--- src/rtl/bootrom_port.sv ---
// rtl/bootrom_port.sv - two-channel round-robin sequential access port for the boot ROM
// Fetch and uncached-load requests are queued per channel; one ROM lookup per cycle.

module bootrom_port_queue #(
  parameter int W     = 35,
  parameter int DEPTH = 2
) (
  input  logic         clk,
  input  logic         reset,
  input  logic         push,
  input  logic [W-1:0] push_data,
  input  logic         pop,
  output logic [W-1:0] head,
  output logic         not_empty,
  output logic         full
);
  localparam int PW = (DEPTH > 1) ? $clog2(DEPTH) : 1;
  localparam logic [PW:0] FULL_CNT = (PW+1)'(DEPTH);

  logic [W-1:0]  mem [DEPTH];
  logic [PW-1:0] wr_ptr;
  logic [PW-1:0] rd_ptr;
  logic [PW:0]   count;
  logic [PW:0]   count_next;
  logic          wr_en;
  logic          rd_en;

  // full is a register tracking the pre-edge occupancy, so a push into a full queue is refused
  // even when the head is leaving in the same cycle
  assign wr_en     = push && !full;
  assign rd_en     = pop && not_empty;
  assign not_empty = (count != '0);
  assign head      = mem[rd_ptr];

  always_comb begin
    count_next = count;
    if (wr_en && !rd_en) begin
      count_next = count + (PW+1)'(1);
    end else if (rd_en && !wr_en) begin
      count_next = count - (PW+1)'(1);
    end
  end

  always_ff @(posedge clk) begin
    if (reset) begin
      wr_ptr <= '0;
      rd_ptr <= '0;
      count  <= '0;
      full   <= 1'b0;
    end else begin
      if (wr_en) wr_ptr <= wr_ptr + PW'(1);
      if (rd_en) rd_ptr <= rd_ptr + PW'(1);
      count <= count_next;
      full  <= (count_next == FULL_CNT);
    end
  end

  always_ff @(posedge clk) begin
    if (wr_en) mem[wr_ptr] <= push_data;
  end
endmodule

module bootrom_port #(
  parameter int ADDR_W         = 32,
  parameter int ROM_LINES_LOG2 = 9,
  parameter int TRANS_W        = 3,
  parameter int QDEPTH         = 2
) (
  input  logic                      clk,
  input  logic                      reset,
  input  logic                      rom_disable,
  input  logic                      ic_req,
  input  logic [ADDR_W-1:0]         ic_addr,
  input  logic [TRANS_W-1:0]        ic_trans,
  output logic                      ic_busy,
  output logic                      ic_rdy,
  output logic [127:0]              ic_data,
  output logic [TRANS_W-1:0]        ic_rtrans,
  output logic                      ic_err,
  input  logic                      ld_req,
  input  logic [ADDR_W-1:0]         ld_addr,
  input  logic [TRANS_W-1:0]        ld_trans,
  output logic                      ld_busy,
  output logic                      ld_rdy,
  output logic [63:0]               ld_data,
  output logic [TRANS_W-1:0]        ld_rtrans,
  output logic                      ld_err,
  output logic [ROM_LINES_LOG2-1:0] rom_addr,
  input  logic [127:0]              rom_data
);
  localparam int QW = ADDR_W + TRANS_W;
  localparam int HI = ROM_LINES_LOG2 + 3;

  logic [QW-1:0]             ic_head;
  logic [QW-1:0]             ld_head;
  logic                      ic_ne;
  logic                      ld_ne;
  logic                      grant_ic;
  logic                      grant_ld;
  logic                      last_ld;
  logic [ADDR_W-1:0]         sel_addr;
  logic [TRANS_W-1:0]        sel_trans;
  logic                      sel_err;
  logic [ROM_LINES_LOG2-1:0] rom_addr_q;
  logic                      unused_low;

  bootrom_port_queue #(.W(QW), .DEPTH(QDEPTH)) u_ic_q (
    .clk       (clk),
    .reset     (reset),
    .push      (ic_req),
    .push_data ({ic_addr, ic_trans}),
    .pop       (grant_ic),
    .head      (ic_head),
    .not_empty (ic_ne),
    .full      (ic_busy)
  );

  bootrom_port_queue #(.W(QW), .DEPTH(QDEPTH)) u_ld_q (
    .clk       (clk),
    .reset     (reset),
    .push      (ld_req),
    .push_data ({ld_addr, ld_trans}),
    .pop       (grant_ld),
    .head      (ld_head),
    .not_empty (ld_ne),
    .full      (ld_busy)
  );

  // a lone requester always wins; on a tie the channel not granted last goes
  always_comb begin
    grant_ic = ic_ne && (!ld_ne || last_ld);
    grant_ld = ld_ne && !grant_ic;
  end

  always_comb begin
    if (grant_ld) begin
      {sel_addr, sel_trans} = ld_head;
    end else begin
      {sel_addr, sel_trans} = ic_head;
    end
  end

  assign sel_err    = rom_disable || (sel_addr[ADDR_W-1:HI+1] != '0);
  assign rom_addr   = (grant_ic || grant_ld) ? sel_addr[HI:4] : rom_addr_q;
  assign unused_low = ^sel_addr[2:0];

  always_ff @(posedge clk) begin
    if (reset) begin
      last_ld    <= 1'b1;
      rom_addr_q <= '0;
      ic_rdy     <= 1'b0;
      ic_err     <= 1'b0;
      ic_data    <= '0;
      ic_rtrans  <= '0;
      ld_rdy     <= 1'b0;
      ld_err     <= 1'b0;
      ld_data    <= '0;
      ld_rtrans  <= '0;
    end else begin
      ic_rdy <= grant_ic;
      ld_rdy <= grant_ld;
      ic_err <= grant_ic && sel_err;
      ld_err <= grant_ld && sel_err;
      if (ic_ne && ld_ne) last_ld <= grant_ld;
      if (grant_ic || grant_ld) rom_addr_q <= sel_addr[HI:4];
      if (grant_ic) begin
        ic_rtrans <= sel_trans;
        ic_data   <= sel_err ? '0 : rom_data;
      end
      if (grant_ld) begin
        ld_rtrans <= sel_trans;
        ld_data   <= sel_err ? '0 : (sel_addr[3] ? rom_data[127:64] : rom_data[63:0]);
      end
    end
  end
endmodule

--- config.mk ---
export PLATFORM = sky130hd
export DESIGN_NAME = bootrom_port
export DESIGN_NICKNAME = d
export VERILOG_FILES = /design/src/rtl/bootrom_port.sv
export SDC_FILE = /design/constraint.sdc
export NUM_CORES = 1
export LEC_CHECK = 0
export ABC_AREA = 1
export BUFFER_PORTS_ARGS = -buffer_cell sky130_fd_sc_hd__buf_2
export CAP_MARGIN = 20
export CORE_MARGIN = 3
export CORE_UTILIZATION = 45
export DETAILED_ROUTE_END_ITERATION = 7
export PLACE_DENSITY = 0.71
export SLEW_MARGIN = 20
export SYNTH_ARGS = -nofsm -noshare
export SYNTH_HDL_FRONTEND = slang
export SYNTH_SLANG_ARGS = --single-unit
--- constraint.sdc ---
create_clock -name clk -period 5.3 [get_ports clk]
set_clock_uncertainty 0.05 [all_clocks]
set_input_delay 0.53 -clock clk [delete_from_list [all_inputs] [get_ports clk]]
set_output_delay 0.53 -clock clk [all_outputs]
set_load 0.1 [all_outputs]
==> flow_summary.ini, run 1 <==
[critical_path]
r2r-start = u_ld_q.count[0]
crit_family = buffers and inverters
cp.required_ns = 4.72
critical_path.max_stage_delay_ns = 0.62
worstSetupPathType = register to output pin
cp-startpoint = u_ld_q.count[0]
cp-start-kind = register
path_cells = inv_1, ha_1, o21ai_1, inv_6, nor2_2, nand2_1, nand3_1, buf_2
path_buf_inv = 3
crit_path_end_kind = output pin
ff2ff_setup_slack_ns = 1.76
cp_max_fo = 144
arrival_ns = 3.48
slowest_stage = o21ai_1

[floorplanning]
coreArea_mm2 = 0.0309
die_x_um = 184
num_io_pins = 416
start_util_pct = 46.2
num_rows = 64
dieArea_mm2 = 0.0339
die_h_um = 184

[clocking]
cts_setup_buffers = 0
cts_buffers = 38
cts_resized = 0
clk_path_buf_depth = 3
hold_buffers = 0
clkSinkCount = 352
cts.clk_slew.worst_paths_ns = 0.06
clock-root-buffer = clkbuf_16
cts_tree = done
clk_latency_ns = 0.54
htree_levels = 2

[place]
gp_congestion = 0.869
port_buffers = 409
dp_hpwl_mm = 27.6

[timing]
tightestPinTransition_ns = 1.04
max_slew_margin_pct = 30.8
grt_setup_unrepaired = no
hold_viol = 0
final.min_clock_period_ns = 4.06
whs_ns = 0.128
fin_setup_tns_ns = 0
max_freq_mhz = 247
drv_slew = 0
setup_viol = 0
fin_crit_sh_pct = 76.5

[routing]
route.detailed.drc = 0
top_layer_used = met4
routed-wl-met2_mm = 20.1
wl_mm = 42.1
wl_per_cell_um = 17.8
via_count = 12500
wl_met1_mm = 17.4
drt-pass1-iter-count = 5
ant_nets = 0
drtIter0Drc = 913
viasPerCell = 5.28
wl_met3_mm = 3.34

[logic_synthesis]
synthesis.nets = 1805
avgSynthCellArea_um2 = 8.92
synth_flop_cell = dfxtp_1
yosysSeqAreaShare_pct = 58.3
synth_most_common_cell = a21oi_1
synth-async-reset-ratio_pct = 0
ys_ff_latch = 352
synthCells = 1600
ys_top_cells_by_area = dfxtp_1, edfxtp_1, a21oi_1
syn_area_mm2 = 0.0143
yosys.area.top_type = dfxtp_1
synth_warnings = 0
ys_top_cells_by_count = a21oi_1, dfxtp_1, nand2_1, o21ai_0, nand3_1
synth_top_area_share_pct = 31.4
yosysUniqueCellTypes = 34
synth-edff-count = 128

[job]
drv_cap = 0

[global_route]
gr-usage-all-layers_pct = 23.5
antenna_found_initial = 5
grt_overflow_total = 0
grt_pass1_wl_mm = 63.9
grt_pass1_vias = 11600
grt_max_degree = 145

[layout]
drive_above_1_share_pct = 26.6
syn_to_final_growth_pct = 23.3
fin_nets = 2137

[hold_path]
min_from = ic_addr[11]
hp-class = input port to register

[status]
status = complete, no violations
area by class of cell:
cell class                 instances  area (um2)
antenna                            7        17.5
sequential                       352        8330
fill                            2775       13300
clock inverter                    27         319
multi-input combinational        957        4690
inverter                         162         626
tap                              396         495
clock buffer                      43         990
timing repair buffer             421        2140
registers in the layout (all words and copies together), names as in the netlist, 2 cells and up, named ones only:
signal and flops:
ic_data 128, ld_rtrans 3, u_ic_q.mem 64, u_ld_q.count 2, u_ld_q.mem 64, ic_rtrans 3
rom_addr_q 9, u_ic_q.count 2, ld_data 64
cell usage in the layout, fill, tap and decap left out, types with 3 or more instances in the layout:
cell	Yosys	layout
nand3_2	21	21
clkinv_2	0	5
inv_1	157	155
nor2_1	57	53
bufinv_16	0	5
nand3_1	186	186
nor2_2	2	6
inv_4	1	3
dfxtp_1	224	224
buf_2	15	408
a31oi_1	3	3
nor3_1	7	7
clkbuf_1	83	3
o21ai_1	15	14
diode_2	0	7
a21oi_1	261	261
mux2i_1	3	3
clkinv_1	0	6
clkbuf_16	0	38
nand2_1	196	196
edfxtp_1	128	128
o21ai_0	191	191
buf_4	4	12
clkinvlp_4	0	6
cell families after synthesis:
family	Yosys count	share of synthesized area, %
buf+inv	291	9.04
xor+xnor	2	0.123
fa+ha+maj	2	0.175
mux	4	0.289
simple gates	477	15.4
compound gates	472	16.7
flops	352	58.3
per-stage QoR:
step,utilization [%],worst slack (ns),instances,cell area [um2]
6_report,57.0,1.24,2365,17600
5_1_grt,57.0,0.990,2363,17600
4_1_cts,56.9,1.23,2358,17600
3_5_place_dp,52.7,1.80,2288,16300
3_3_place_gp,52.7,1.84,2288,16300
2_1_floorplan,-,2.41,1600,14300
metal layers:
metal / global-route usage, % / vias up
met3: 5.33 / 77
met5: 0 / -
met1: 30.8 / 5818
li1: - / 6083
met2: 38.7 / 515
met4: 7.92 / 0
final timing paths:
check,cells past startpoint,to
max,8,rom_addr[4]
min,1,u_ic_q.mem[1][14]
min reg2reg,1,u_ld_q.rd_ptr
max reg2reg,10,ic_data[33]
Power of run 1 is left out: the tool's default activity adds up to more than one toggle a clock period on the data nets, which glitch-free logic cannot reach.
==> inputs of run 2 (changes only) <==
==> constraint.sdc (replaced) <==
create_clock -name clk -period 3.8 [get_ports clk]
set_clock_uncertainty 0.05 [all_clocks]
set_input_delay 0.38 -clock clk [delete_from_list [all_inputs] [get_ports clk]]
set_output_delay 0.38 -clock clk [all_outputs]
set_load 0.1 [all_outputs]
==> run 2 against run 1 <==
Net effect: wire length grew 4.7%; register-to-register slack lost 0.88 ns; count of clock-buffer cells in the layout grew 12; worst hold slack lost 0.11 ns; via count grew 3.1%; non-clock buffer count grew 69; flip-flop and latch count is the same; final cell count grew 3.1%; global-route usage grew 1.4 points; utilization grew 2.4 points; sequential share of layout area shrank 1.9 points; cell area grew 4.2%.
==> flow_summary.ini, run 2 (synthesis gave the netlist of run 1 again) <==
[routing]
viasPerCell = 5.28
drtIter0Drc = 947
wl_per_cell_um = 18.1
wl_mm = 44.1
route.detailed.drc = 0
via_count = 12900
ant_nets = 0
drt-pass1-iter-count = 5

[place]
dp_cells = 2296
dp_hpwl_mm = 27.8
post-place-ws_ns = 0.926
gp_congestion = 0.842
port_buffers = 409

[timing]
fin_crit_sh_pct = 82.1
fin_setup_tns_ns = 0
setup_slack_ns = 0.679
max_slew_margin_pct = 32.7
hold_viol = 0
max_freq_mhz = 320
drv_slew = 0
grt_setup_unrepaired = no
final.min_clock_period_ns = 3.12
tightestPinTransition_ns = 1.01
setup_viol = 0

[global_route]
antenna_found_initial = 11
grt_pass1_vias = 12500
grt_max_degree = 238
grt_pass1_wl_mm = 67.5
gr-usage-all-layers_pct = 24.9
grt_overflow_total = 0

[clocking]
cts_tree = done
clk_path_buf_depth = 3
clk_latency_ns = 0.54
htree_levels = 2
cts_setup_buffers = 0
cts.clk_slew.worst_paths_ns = 0.06
clkSinkCount = 352
cts_buffers = 39
clock-root-buffer = clkbuf_16

[critical_path]
critical_path.max_stage_delay_ns = 0.45
crit_path_end_kind = output pin
cp.required_ns = 3.37
cp_max_fo = 35
slowest_stage = buf_2
path_buf_inv = 4
arrival_ns = 2.69
reg2reg_depth = 9
ff2ff_setup_slack_ns = 0.88
path_cells = inv_1, ha_1, o21ai_1, buf_4, inv_6, nor2_2, nand2_1, nand3_1, buf_2
crit_family = buffers and inverters
r2r-end = ic_data[121]
cp-start-kind = register
worstSetupPathType = register to output pin

[layout]
largest_reg_flops = 128
top_register = ic_data
drive_above_1_share_pct = 26.0
syn_to_final_growth_pct = 28.5
layout_commonest_cell = buf_2
fin_nets = 2207
stdcell_count = 2439
final_cell_mix = buf_2, a21oi_1, dfxtp_1
fin_util_pct = 59.3

[floorplanning]
start_util_pct = 46.2
dieArea_mm2 = 0.0339
die_h_um = 184
die_x_um = 184
coreArea_mm2 = 0.0309
num_io_pins = 416
num_rows = 64

[status]
status = complete, no violations

[hold_path]
hold_depth = 1
hp-class = input port to register
hold_path_end = u_ic_q.mem[1][14]
min_from = ic_addr[11]

[job]
drv_cap = 0
-- run 2: cell types whose count changed in the layout (fill, tap and decap cells not counted), sizes merged --
cell / previous run / this run
clkinv: 15 / 10
diode: 7 / 11
bufinv: 5 / 3
clkbuf: 43 / 55
buf: 421 / 429
dlygate4sd3: 0 / 61
inv: 162 / 163
clkinvlp: 7 / 2
-- run 2: cell type report --
type / instances / area (um2)
sequential: 352 / 8330
antenna: 11 / 27.5
timing repair buffer: 490 / 2900
fill: 2701 / 12600
clock buffer: 55 / 1110
tap: 396 / 495
multi-input combinational: 957 / 4690
clock inverter: 16 / 173
inverter: 162 / 626
-- run 2: layer usage --
metal	routed length (um)	track usage, %
met5	0	0
met2	21300	41.6
met4	1660	10.1
met1	17300	30.9
met3	3770	6.35
-- run 2: how the worst max path moves through the flow --
stage | startpoint | to | depth (start not counted)
2_1_floorplan | u_ld_q.full | u_ld_q.mem[1][0] | 3
3_3_place_gp | register | ic_data[45] | 9
3_5_place_dp | register | ic_data[43] | 9
4_1_cts | u_ld_q.count[0] | rom_addr[5] | 9
5_1_grt | u_ld_q.count[0] | rom_addr[0] | 9
6_report | u_ld_q.count[0] | rom_addr[3] | 9
-- run 2: stage by stage --
step                hold slack (ns)  cell area (um2)
finish                       0.0210            18300
global route                0.00545            18300
CTS                         0.00407            18300
detailed placement            0.403            16400
global placement              0.384            16400
floorplan                     0.376            14300
-- run 2: what timing repair did --
| action | CTS | global route |
|---|---|---|
| hold endpoints to repair | 122 | 0 |
| gates resized for setup | 0 | 0 |
| hold buffers | 61 | 0 |
Power of run 2 is left out for the same reason.
